`config.mk`:
```
export PLATFORM = sky130hd
export DESIGN_NAME = mem_port_arbiter_flat
export DESIGN_NICKNAME = d
export VERILOG_FILES = /design/src/rtl/mem_port_arbiter_if.sv /design/src/rtl/mem_port_arbiter.sv /design/src/flat_wrapper.sv
export SDC_FILE = /design/constraint.sdc
export NUM_CORES = 1
export LEC_CHECK = 0
export ABC_CLOCK_PERIOD_IN_PS = 6100
export CORE_MARGIN = 4
export CORE_UTILIZATION = 47
export DETAILED_ROUTE_END_ITERATION = 8
export PLACE_DENSITY = 0.87
export SYNTH_ARGS = -nofsm -noshare
export SYNTH_HDL_FRONTEND = slang
export SYNTH_SLANG_ARGS = --single-unit
```
`constraint.sdc`:
```
create_clock -name CLK -period 6.1 [get_ports CLK]
set_clock_uncertainty 0.2 [all_clocks]
set_input_delay 1.83 -clock CLK [delete_from_list [all_inputs] [get_ports CLK]]
set_output_delay 1.83 -clock CLK [all_outputs]
set_load 0.01 [all_outputs]
```
`src/rtl/mem_port_arbiter_if.sv`:
```
// Signal bundle shared by the memory-port arbiter, its two requesters and the backing memory.
// The arbiter uses the slave view; requesters and memory together use the master view.
interface mem_port_arbiter_if #(
   parameter int unsigned LINE_WORDS = 4
);
   localparam int unsigned WordW = $clog2(LINE_WORDS);

   // I-cache refill side
   logic             ic_req;
   logic [31:0]      ic_addr;
   logic             ic_rvalid;
   logic [31:0]      ic_rdata;
   logic [WordW-1:0] ic_word;
   logic             ic_done;

   // Data-memory side
   logic             dm_req;
   logic             dm_we;
   logic [31:0]      dm_addr;
   logic [31:0]      dm_wdata;
   logic [31:0]      dm_rdata;
   logic             dm_done;

   // Backing memory side
   logic             mem_en;
   logic             mem_we;
   logic [31:0]      mem_addr;
   logic [31:0]      mem_wdata;
   logic [31:0]      mem_rdata;

   // Pipeline hold
   logic             pipe_stall;

   modport slave (
      input  ic_req, ic_addr, dm_req, dm_we, dm_addr, dm_wdata, mem_rdata,
      output ic_rvalid, ic_rdata, ic_word, ic_done, dm_rdata, dm_done,
      output mem_en, mem_we, mem_addr, mem_wdata, pipe_stall
   );

   modport master (
      output ic_req, ic_addr, dm_req, dm_we, dm_addr, dm_wdata, mem_rdata,
      input  ic_rvalid, ic_rdata, ic_word, ic_done, dm_rdata, dm_done,
      input  mem_en, mem_we, mem_addr, mem_wdata, pipe_stall
   );
endinterface

```
`src/rtl/mem_port_arbiter.sv`:
```
// Shares one fixed-latency, single-ported memory between I-cache line refills and data
// accesses. Round-robin on ties, no preemption, and a pipeline stall while anything is
// pending or in flight.
module mem_port_arbiter #(
   parameter int unsigned LINE_WORDS  = 4,
   parameter int unsigned MEM_LATENCY = 3
) (
   input logic               CLK,
   input logic               RST_N,
   mem_port_arbiter_if.slave bus
);
   localparam int unsigned WordW = $clog2(LINE_WORDS);
   localparam int unsigned CntW  = (MEM_LATENCY > 1) ? $clog2(MEM_LATENCY) : 1;

   localparam logic [CntW-1:0]  CntLoad     = CntW'(MEM_LATENCY - 1);
   localparam logic [WordW-1:0] LastWord    = WordW'(LINE_WORDS - 1);
   localparam logic [31:0]      LineOffMask = 32'(LINE_WORDS * 4 - 1);

   typedef enum logic [2:0] {
      StIdle,
      StIcIssue,
      StIcWait,
      StDmIssue,
      StDmWait
   } arbStateT;

   arbStateT         stateQ;
   logic [CntW-1:0]  waitCntQ;
   logic [WordW-1:0] wordIdxQ;
   logic             rrLastDmQ;  // 1: last grant went to DM, 0: to IC
   logic             dmWeQ;

   logic icReqM;
   logic dmReqM;
   logic grantDm;
   logic grantIc;

   // Mask the side whose done pulse is showing, pick a winner, and form the stall.
   always_comb begin
      icReqM         = bus.ic_req & ~bus.ic_done;
      dmReqM         = bus.dm_req & ~bus.dm_done;
      grantDm        = dmReqM & (~icReqM | ~rrLastDmQ);
      grantIc        = icReqM & ~grantDm;
      bus.pipe_stall = (stateQ != StIdle) | icReqM | dmReqM;
   end

   // Arbitration FSM with registered memory strobes and requester responses.
   always_ff @(posedge CLK or negedge RST_N) begin
      if (!RST_N) begin
         stateQ        <= StIdle;
         waitCntQ      <= '0;
         wordIdxQ      <= '0;
         rrLastDmQ     <= 1'b0;
         dmWeQ         <= 1'b0;
         bus.mem_en    <= 1'b0;
         bus.mem_we    <= 1'b0;
         bus.mem_addr  <= '0;
         bus.mem_wdata <= '0;
         bus.ic_rvalid <= 1'b0;
         bus.ic_rdata  <= '0;
         bus.ic_word   <= '0;
         bus.ic_done   <= 1'b0;
         bus.dm_rdata  <= '0;
         bus.dm_done   <= 1'b0;
      end else begin
         // Strobes and pulses are single-cycle unless re-armed below.
         bus.mem_en    <= 1'b0;
         bus.mem_we    <= 1'b0;
         bus.ic_rvalid <= 1'b0;
         bus.ic_done   <= 1'b0;
         bus.dm_done   <= 1'b0;
         case (stateQ)
            StIdle: begin
               if (grantDm) begin
                  stateQ        <= StDmIssue;
                  rrLastDmQ     <= 1'b1;
                  dmWeQ         <= bus.dm_we;
                  bus.mem_en    <= 1'b1;
                  bus.mem_we    <= bus.dm_we;
                  bus.mem_addr  <= bus.dm_addr & 32'hFFFF_FFFC;
                  bus.mem_wdata <= bus.dm_wdata;
               end else if (grantIc) begin
                  stateQ       <= StIcIssue;
                  rrLastDmQ    <= 1'b0;
                  wordIdxQ     <= '0;
                  bus.mem_en   <= 1'b1;
                  bus.mem_addr <= bus.ic_addr & ~LineOffMask;
               end
            end
            StIcIssue: begin
               stateQ   <= StIcWait;
               waitCntQ <= CntLoad;
            end
            StIcWait: begin
               if (waitCntQ != '0) begin
                  waitCntQ <= waitCntQ - CntW'(1);
               end else begin
                  bus.ic_rvalid <= 1'b1;
                  bus.ic_rdata  <= bus.mem_rdata;
                  bus.ic_word   <= wordIdxQ;
                  if (wordIdxQ == LastWord) begin
                     stateQ      <= StIdle;
                     bus.ic_done <= 1'b1;
                  end else begin
                     // Next word issues in the same cycle the previous one is delivered.
                     stateQ       <= StIcIssue;
                     wordIdxQ     <= wordIdxQ + WordW'(1);
                     bus.mem_en   <= 1'b1;
                     bus.mem_addr <= bus.mem_addr + 32'd4;
                  end
               end
            end
            StDmIssue: begin
               stateQ   <= StDmWait;
               waitCntQ <= CntLoad;
            end
            StDmWait: begin
               if (waitCntQ != '0) begin
                  waitCntQ <= waitCntQ - CntW'(1);
               end else begin
                  stateQ      <= StIdle;
                  bus.dm_done <= 1'b1;
                  if (!dmWeQ) begin
                     bus.dm_rdata <= bus.mem_rdata;
                  end
               end
            end
            default: stateQ <= StIdle;
         endcase
      end
   end
endmodule
```
`src/flat_wrapper.sv`:
```
// flat-port wrapper written by rule: the top's interface ports become plain ports
module mem_port_arbiter_flat 
#(
   parameter int unsigned LINE_WORDS  = 4,
   parameter int unsigned MEM_LATENCY = 3
)
  (CLK, RST_N, bus_ic_req, bus_ic_addr, bus_dm_req, bus_dm_we, bus_dm_addr, bus_dm_wdata, bus_mem_rdata, bus_ic_rvalid, bus_ic_rdata, bus_ic_word, bus_ic_done, bus_dm_rdata, bus_dm_done, bus_mem_en, bus_mem_we, bus_mem_addr, bus_mem_wdata, bus_pipe_stall);
  mem_port_arbiter_if #(.LINE_WORDS(LINE_WORDS)) bus_i ();
  input logic CLK;
  input logic RST_N;
  input wire logic [$bits(bus_i.ic_req)-1:0] bus_ic_req;
  input wire logic [$bits(bus_i.ic_addr)-1:0] bus_ic_addr;
  input wire logic [$bits(bus_i.dm_req)-1:0] bus_dm_req;
  input wire logic [$bits(bus_i.dm_we)-1:0] bus_dm_we;
  input wire logic [$bits(bus_i.dm_addr)-1:0] bus_dm_addr;
  input wire logic [$bits(bus_i.dm_wdata)-1:0] bus_dm_wdata;
  input wire logic [$bits(bus_i.mem_rdata)-1:0] bus_mem_rdata;
  output wire logic [$bits(bus_i.ic_rvalid)-1:0] bus_ic_rvalid;
  output wire logic [$bits(bus_i.ic_rdata)-1:0] bus_ic_rdata;
  output wire logic [$bits(bus_i.ic_word)-1:0] bus_ic_word;
  output wire logic [$bits(bus_i.ic_done)-1:0] bus_ic_done;
  output wire logic [$bits(bus_i.dm_rdata)-1:0] bus_dm_rdata;
  output wire logic [$bits(bus_i.dm_done)-1:0] bus_dm_done;
  output wire logic [$bits(bus_i.mem_en)-1:0] bus_mem_en;
  output wire logic [$bits(bus_i.mem_we)-1:0] bus_mem_we;
  output wire logic [$bits(bus_i.mem_addr)-1:0] bus_mem_addr;
  output wire logic [$bits(bus_i.mem_wdata)-1:0] bus_mem_wdata;
  output wire logic [$bits(bus_i.pipe_stall)-1:0] bus_pipe_stall;
  assign bus_i.ic_req = bus_ic_req;
  assign bus_i.ic_addr = bus_ic_addr;
  assign bus_i.dm_req = bus_dm_req;
  assign bus_i.dm_we = bus_dm_we;
  assign bus_i.dm_addr = bus_dm_addr;
  assign bus_i.dm_wdata = bus_dm_wdata;
  assign bus_i.mem_rdata = bus_mem_rdata;
  assign bus_ic_rvalid = bus_i.ic_rvalid;
  assign bus_ic_rdata = bus_i.ic_rdata;
  assign bus_ic_word = bus_i.ic_word;
  assign bus_ic_done = bus_i.ic_done;
  assign bus_dm_rdata = bus_i.dm_rdata;
  assign bus_dm_done = bus_i.dm_done;
  assign bus_mem_en = bus_i.mem_en;
  assign bus_mem_we = bus_i.mem_we;
  assign bus_mem_addr = bus_i.mem_addr;
  assign bus_mem_wdata = bus_i.mem_wdata;
  assign bus_pipe_stall = bus_i.pipe_stall;
  mem_port_arbiter #(.LINE_WORDS(LINE_WORDS), .MEM_LATENCY(MEM_LATENCY)) u_core (.CLK(CLK), .RST_N(RST_N), .bus(bus_i));
endmodule
```
# Yosys cells after proc, flatten, opt, wreduce, memory -nomap -nowiden
# Cells that the tools add are included.
[word_totals]
reg_bits = 144
output_inout_bits = 136
word_cells = 93
[classes]
add_sub_neg = 3
n_eq_ne = 12
muxes = 33
bitwise_logic = 14
reduce_logical = 16
[op_table]
columns = ["op", "n"]
rows = [
  ["2-to-1 mux 32 bit", 4],
  ["one-hot mux 32 bit (2 select lines)", 1],
  ["adder 32 x 3 -> 32 bit (second input constant)", 1],
  ["2-to-1 mux 1 bit", 15],
  ["one-hot mux 3 bit (5 select lines)", 1],
  ["2-to-1 mux 3 bit", 4],
  ["2-to-1 mux 2 bit", 5],
  ["!= test 2 bit (second input constant)", 4],
  ["one-hot mux 2 bit (2 select lines)", 2],
  ["AND reduction 2 bit", 4],
  ["nonzero test 2 bit", 4],
  ["NOT 1 bit", 7],
  ["== test 3 x 2 -> 1 bit (second input constant)", 2],
  ["AND reduction 3 bit", 2],
  ["AND reduction 5 bit", 1],
  ["bitwise AND 1 bit", 4],
  ["!= test 2 x 1 -> 1 bit (second input constant)", 2],
  ["AND reduction 4 bit", 1],
  ["OR reduction 2 bit", 2],
  ["== test 3 x 1 -> 1 bit (second input constant)", 1],
  ["== test 3 bit (second input constant)", 1],
  ["logical NOT 3 bit", 1],
  ["!= test 3 x 1 -> 1 bit (second input constant)", 1],
  ["bitwise OR 1 bit", 3],
  ["other kinds (5)", 5],
]

# Longest topological paths before layout
# Gate-level depths: netlist (run 1).
[logic_depth]
depth_word = 10
depth_mapped = 10

# Least setup slack after synthesis (run 1)
# OpenSTA, ideal clock, no wires.
[synth_path]
path_type = "input to output"
start = "input port bus_ic_req"
end = "output port bus_pipe_stall"
arrival_ps = 2298
path_slack_ps = 1772
stages = 3
n_path_buf = 0
path_cell_list = "nor2b_1 > nor2_1 > nand2_1"
[synth_between]
elab_chain_cells = 3
[synth_rtl]
columns = ["element", "line", "text"]
rows = [
  ["from (decl)", "flat_wrapper.sv:11", "input wire logic [$bits(bus_i.ic_req)-1:0] bus_ic_req;"],
  ["bitwise AND 1 bit", "mem_port_arbiter.sv:40", "icReqM = bus.ic_req & ~bus.ic_done;"],
  ["bitwise OR 1 bit (2 in a row)", "mem_port_arbiter.sv:44", "bus.pipe_stall = (stateQ != StIdle) | icReqM | dmReqM;"],
  ["to (decl)", "flat_wrapper.sv:28", "output wire logic [$bits(bus_i.pipe_stall)-1:0] bus_pipe_stall;"],
]
# No other way between the ends.

# Final worst setup path (run 1)
# Same ends and word-level chain as after synthesis.

==> flow_metrics.py, run 1 <==
metrics = {
    "cells_and_area": {
        "final_cell_mix": "259 x clkdlybuf4s50_1, 142 x dfrtp_1, 102 x mux2_2",
        "diodes": 0,
        "drive_gt1_share_pct": 19.7,
        "multi_input_area_um2": 2780,
        "nets": 934,
        "syn2layout_area_growth_pct": 52.2,
        "layout.cells.most_common": "clkdlybuf4s50_1",
        "stdcell_count": 987,
        "fill_cells": 854,
        "final-seq-area_um2": 3550,
    },
    "clocking": {
        "clkSinkCount": 142,
        "cts_hold_buffers": 0,
        "cts_resized": 0,
        "insertion_delay_ps": 420,
        "cts_tree": "built",
        "post_cts_buffers": 0,
        "cts_max_level": 4,
        "cts_buffers": 17,
        "cts.path.max_buffers": 2,
        "cts_root_buf": "clkbuf_16",
        "clkTransAtPathRegs_ps": 50,
    },
    "placement": {
        "port_buffers": 260,
        "dp_hpwl_um": 14900,
        "dp_cells": 955,
        "place_congestion": 0.904,
    },
    "global_routing": {
        "grt_pass1_wl_um": 33600,
        "antenna_found_initial": 0,
        "grt_use_total_pct": 26.9,
        "grt_max_degree": 107,
        "grt_pass1_vias": 6105,
        "gr-total-overflow": 0,
    },
    "die": {
        "ios": 269,
        "die_w_um": 125,
        "initial_core_util_pct": 48.4,
        "rows": 42,
        "core_area_um2": 13400,
        "die_h_um": 125,
        "dieArea_um2": 15700,
    },
    "critical_path": {
        "r2r_cells": 9,
        "cp-end-kind": "output port",
        "cp.arrival_ps": 3410,
        "crit_fanout": 6,
        "required_ps": 4070,
        "criticalPathCategory": "input pin to output port",
        "critPathLaunchType": "input pin",
    },
    "sta": {
        "post-route-min-period_ps": 5440,
        "whs_ps": 301,
        "tns_ps": 0,
        "grt_setup_unrepaired": "no",
        "hold_violations": 0,
        "maxSlewHeadroom_pct": 33.3,
        "tightest_slew_ps": 993,
        "fin_crit_sh_pct": 89.2,
        "setup_viol": 0,
        "fmax_mhz": 184,
        "slew_violations": 0,
    },
    "drt": {
        "vias_per_cell": 5.60,
        "dr_total_vias": 5529,
        "met3_wirelength_um": 2270,
        "drc_errors": 0,
        "drt-met1-wl_um": 7630,
        "drt_pass1_iterations": 5,
        "drt-initial-drc-count": 378,
        "routedWlPerCell_um": 20.9,
        "totalWireLength_um": 20700,
        "top_layer": "met4",
        "wl_met2_um": 10500,
        "final_antenna_net_count": 0,
    },
    "yosys": {
        "yosys.area.top_type_share_pct": 54.8,
        "seq_area_frac_synth_pct": 54.8,
        "ys_async_sr_fraction_pct": 100,
        "post-synth-top-area-cell": "dfrtp_1",
        "yosysWarnings": 0,
        "netlist_instances": 543,
        "synth_edf_count": 0,
        "postSynthAreaPerCell_um2": 11.9,
        "synth_area_um2": 6480,
        "yosys_most_used_dff": "dfrtp_1",
        "yosys_register_bits": 142,
        "synth_area_leaders": "dfrtp_1 55%, mux2_2 18%, nand2_1 2.3%",
        "synthDistinctLibCells": 60,
    },
    "min_path": {
        "hold_class": "register to register",
        "min_path_cells": 1,
    },
    "power": {
        "peakVddDrop_mv": 0.293,
        "p_leak_nw": 4.16,
        "power.density_nw_per_um2": 532,
    },
    "outcome": {
        "status": "finished clean",
    },
    "flow_run": {
        "drv_cap": 0,
    },
}
==> registers in the layout, summed over array words and instances, names as in the netlist <==
| name | flops |
|---|---|
| u_core.bus.dm_rdata | 32 |
| u_core.bus.mem_we | 1 |
| u_core.bus.dm_done | 1 |
| u_core.stateQ | 3 |
| u_core.bus.ic_rdata | 32 |
| u_core.waitCntQ | 2 |
| u_core.wordIdxQ | 2 |
| u_core.dmWeQ | 1 |
| u_core.bus.mem_wdata | 32 |
| u_core.bus.mem_addr | 30 |
| u_core.bus.ic_word | 2 |
| u_core.rrLastDmQ | 1 |
| u_core.bus.mem_en | 1 |
| u_core.bus.ic_done | 1 |
| u_core.bus.ic_rvalid | 1 |
==> power breakdown <==
| group | internal, mW | switching, mW | total (mW) | leakage (nW) |
|---|---|---|---|---|
| Clock | 0.685 | 0.397 | 1.08 | 0.306 |
| Sequential | 1.38 | 0.377 | 1.76 | 1.73 |
| Combinational | 1.33 | 1.08 | 2.41 | 2.12 |
| Total | 3.39 | 1.86 | 5.25 | 4.16 |
==> path summary, 6_finish.rpt <==
check	endpoint	start	slack, ps
max	bus_pipe_stall	bus_ic_req	660
min	u_core.bus.ic_rdata[18]	u_core.bus.ic_rdata[18]	300
max reg2reg	u_core.bus.mem_addr[27]	u_core.waitCntQ[0]	2940
min reg2reg	u_core.bus.ic_rdata[18]	u_core.bus.ic_rdata[18]	300
max in group asynchronous	u_core.stateQ[1]	RST_N	3280
min in group asynchronous	u_core.bus.mem_addr[16]	RST_N	1320
==> cells in the mapped netlist, drive strengths merged (2+ instances only) <==
| library cell | instances |
|---|---|
| a211oi | 2 |
| a21o | 3 |
| a21oi | 19 |
| a22o | 2 |
| a2bb2oi | 3 |
| a31oi | 11 |
| a32o | 4 |
| a32oi | 3 |
| and3 | 10 |
| buf | 18 |
| clkbuf | 15 |
| dfrtp | 142 |
| ha | 3 |
| inv | 9 |
| mux2 | 104 |
| mux2i | 10 |
| nand2 | 39 |
| nand2b | 4 |
| nand3 | 23 |
| nand3b | 4 |
| nand4 | 10 |
| nor2 | 23 |
| nor2b | 3 |
| nor3 | 14 |
| nor3b | 2 |
| o21a | 3 |
| o21ai | 23 |
| o22a | 8 |
| o22ai | 8 |
| or3 | 3 |
==> logic make-up (layout without fill, tap and decap cells) <==
logic type	count (synthesis)	after routing	synth area share, %
adders and majority gates	3	3	0.579
muxes	114	114	19.6
buffers and inverters	42	309	2.80
AOI/OAI and AO/OA	99	99	10.3
and+or+nand+nor	142	142	11.9
DFF	142	142	54.8
other	1	2	0.0578
==> through the flow <==
step / power, mW / cell area, um^2 / worst slack [ps] / utilization, %
after floorplan: 2.88 / 6490 / 1770 / -
after global placement: 4.02 / 9250 / 692 / 69.0
after detailed placement: 4.15 / 9250 / 673 / 69.0
after CTS: 5.27 / 9870 / 674 / 73.6
after global routing: 5.55 / 9870 / 587 / 73.6
final: 5.25 / 9870 / 662 / 73.6
==> critical path, cell delays in order <==
cell	delay, ps
clkdlybuf4s50_1	450
nor2b_1	430
nor2_1	90
nand2_1	80
clkdlybuf4s50_1	530
==> area by class of cell <==
| cell class | count | area share, % |
|---|---|---|
| Sequential cell | 142 | 36.0 |
| Multi-Input combinational cell | 360 | 28.1 |
| Timing Repair Buffer | 268 | 27.0 |
| Clock buffer | 22 | 4.91 |
| Tap cell | 176 | 2.23 |
| Clock inverter | 10 | 1.37 |
| Inverter | 9 | 0.342 |
==> layer usage <==
| layer | vias to the layer above | GRT usage [%] |
|---|---|---|
| met5 | - | 0 |
| met4 | 0 | 6.82 |
| met3 | 23 | 12.8 |
| met2 | 272 | 46.7 |
| met1 | 2731 | 29.8 |
| li1 | 2503 | - |
Power figures use the tool's default switching activity.
==> run 2, diff against run 1 <==
- PLACE_DENSITY: 0.87 -> unset
- PLACE_DENSITY_LB_ADDON: unset -> 0.1
==> run 2 against run 1 <==
Net effect:
- critical path depth rose by 1
- sequential cell count did not move
- global-route usage decreased by 2.5 points
- utilization shrank 0.32 points
- sequential share of layout area increased by 0.16 points
- hold slack worse by 4.5 ps
- non-clock buffer count is 1 higher
- critical path type unchanged
- critical endpoint unchanged
- largest power group unchanged
==> flow_metrics.py, run 2 (same netlist as run 1, synthesis figures left out) <==
metrics = {
    "sta": {
        "fin_crit_sh_pct": 86.4,
        "whs_ps": 296,
        "tightest_slew_ps": 965,
        "setup_viol": 0,
        "grt_setup_unrepaired": "no",
        "post-route-min-period_ps": 5270,
        "fin_ws_ps": 832,
        "fmax_mhz": 190,
        "maxSlewHeadroom_pct": 35.2,
        "slew_violations": 0,
        "hold_violations": 0,
        "tns_ps": 0,
    },
    "clocking": {
        "cts.path.max_buffers": 2,
        "post_cts_buffers": 0,
        "cts_resized": 0,
        "clkTransAtPathRegs_ps": 60,
        "cts_hold_buffers": 0,
        "cts_max_level": 4,
        "cts_tree": "built",
        "cts_root_buf": "clkbuf_16",
        "cts_buffers": 17,
        "insertion_delay_ps": 410,
        "clkSinkCount": 142,
    },
    "placement": {
        "place_ws_ps": 828,
        "place_area_um2": 9260,
        "dp_hpwl_um": 13800,
        "place_congestion": 0.805,
        "dp_cells": 956,
        "port_buffers": 260,
    },
    "critical_path": {
        "critical_path.cell_chain": "clkdlybuf4s50_1 -> nor2b_1 -> buf_4 -> nor2_1 -> nand2_1 -> clkdlybuf4s50_1",
        "required_ps": 4070,
        "crit_family": "buffers and inverters",
        "timing.rr.start": "u_core.waitCntQ[0]",
        "cp_num_buf_inv": 3,
        "critPathLaunchType": "input pin",
        "r2r_cells": 9,
        "crit_fanout": 6,
        "reg2reg_slack_ps": 2820,
        "critPathMaxStageDelay_ps": 530,
        "endpoint": "bus_pipe_stall",
        "crit_start": "bus_ic_req",
        "worst-path-stages": 6,
        "r2r_end": "u_core.bus.mem_addr[14]",
        "cp.arrival_ps": 3240,
        "criticalPathCategory": "input pin to output port",
        "crit_slowest_cell": "clkdlybuf4s50_1",
        "crit_top_cell": "clkdlybuf4s50_1",
        "cp-end-kind": "output port",
    },
    "power": {
        "peakVddDrop_mv": 0.325,
        "power.density_nw_per_um2": 519,
        "p_leak_nw": 4.13,
        "finalPower_mw": 5.10,
    },
    "global_routing": {
        "grt_pass1_vias": 5733,
        "grt_use_total_pct": 24.3,
        "gr-total-overflow": 0,
        "grt_max_degree": 105,
        "grt_pass1_wl_um": 30500,
        "antenna_found_initial": 0,
    },
    "cells_and_area": {
        "fill_cells": 920,
        "syn2layout_area_growth_pct": 51.5,
        "reg_top3": "u_core.bus.dm_rdata (32), u_core.bus.ic_rdata (32), u_core.bus.mem_wdata (32)",
        "layout.cells.most_common": "clkdlybuf4s50_1",
        "diodes": 0,
        "final_cell_mix": "259 x clkdlybuf4s50_1, 142 x dfrtp_1, 102 x mux2_2",
        "stdcell_count": 987,
        "post-route-util_pct": 73.3,
        "final_cell_area_um2": 9820,
        "drive_gt1_share_pct": 20.0,
        "nets": 935,
    },
    "drt": {
        "drt-initial-drc-count": 295,
        "drc_errors": 0,
        "vias_per_cell": 5.45,
        "routedWlPerCell_um": 19.4,
        "dr_total_vias": 5384,
        "drt_pass1_iterations": 4,
        "totalWireLength_um": 19200,
        "final_antenna_net_count": 0,
    },
    "outcome": {
        "status": "finished clean",
    },
    "die": {
        "core_area_um2": 13400,
        "ios": 269,
        "die_h_um": 125,
        "initial_core_util_pct": 48.4,
        "rows": 42,
        "die_w_um": 125,
        "dieArea_um2": 15700,
    },
    "min_path": {
        "hold_class": "register to register",
    },
    "flow_run": {
        "drv_cap": 0,
    },
}
## run 2: cell types whose count changed in the layout (fill, tap and decap cells not counted), sizes merged
cell,delta
clkbuf,-3
clkinvlp,+3
bufinv,-2
inv,+2
buf,+1
clkinv,-1
## run 2: report_power, final
group	internal, mW	switching [mW]
logic	1.33	1.05
registers	1.38	0.355
clock network	0.582	0.407
total	3.29	1.81
## run 2: final cells by class
type	count	area [um^2]	share of cell area, %
sequential	142	3550	36.2
multi-input combinational	360	2780	28.3
timing repair buffer	269	2670	27.2
clock buffer	19	453	4.61
tap	176	220	2.24
clock inverter	12	114	1.16
inverter	9	33.8	0.344
## run 2: worst min-delay path by stage
| stage | from | to | slack [ps] | depth (start not counted) |
|---|---|---|---|---|
| 2_1_floorplan | u_core.dmWeQ | u_core.dmWeQ | 250 | 1 |
| 3_3_place_gp | u_core.bus.dm_rdata[5] | u_core.bus.dm_rdata[5] | 270 | 1 |
| 3_5_place_dp | u_core.bus.dm_rdata[5] | u_core.bus.dm_rdata[5] | 280 | 1 |
| 4_1_cts | u_core.bus.dm_rdata[5] | u_core.bus.dm_rdata[5] | 300 | 1 |
| 5_1_grt | u_core.bus.mem_wdata[31] | u_core.bus.mem_wdata[31] | 310 | 1 |
| 6_report | u_core.bus.dm_rdata[5] | u_core.bus.dm_rdata[5] | 300 | 1 |
## run 2: routing by layer
metal / vias to the layer above / track usage (%) / routed length (um) / share of wire (%)
met5: - / 0 / 0 / 0
met4: 0 / 7.14 / 310 / 1.6
met3: 23 / 11.9 / 2040 / 11
met2: 226 / 41.1 / 9720 / 51
met1: 2628 / 27.3 / 7120 / 37
li1: 2507 / - / - / -
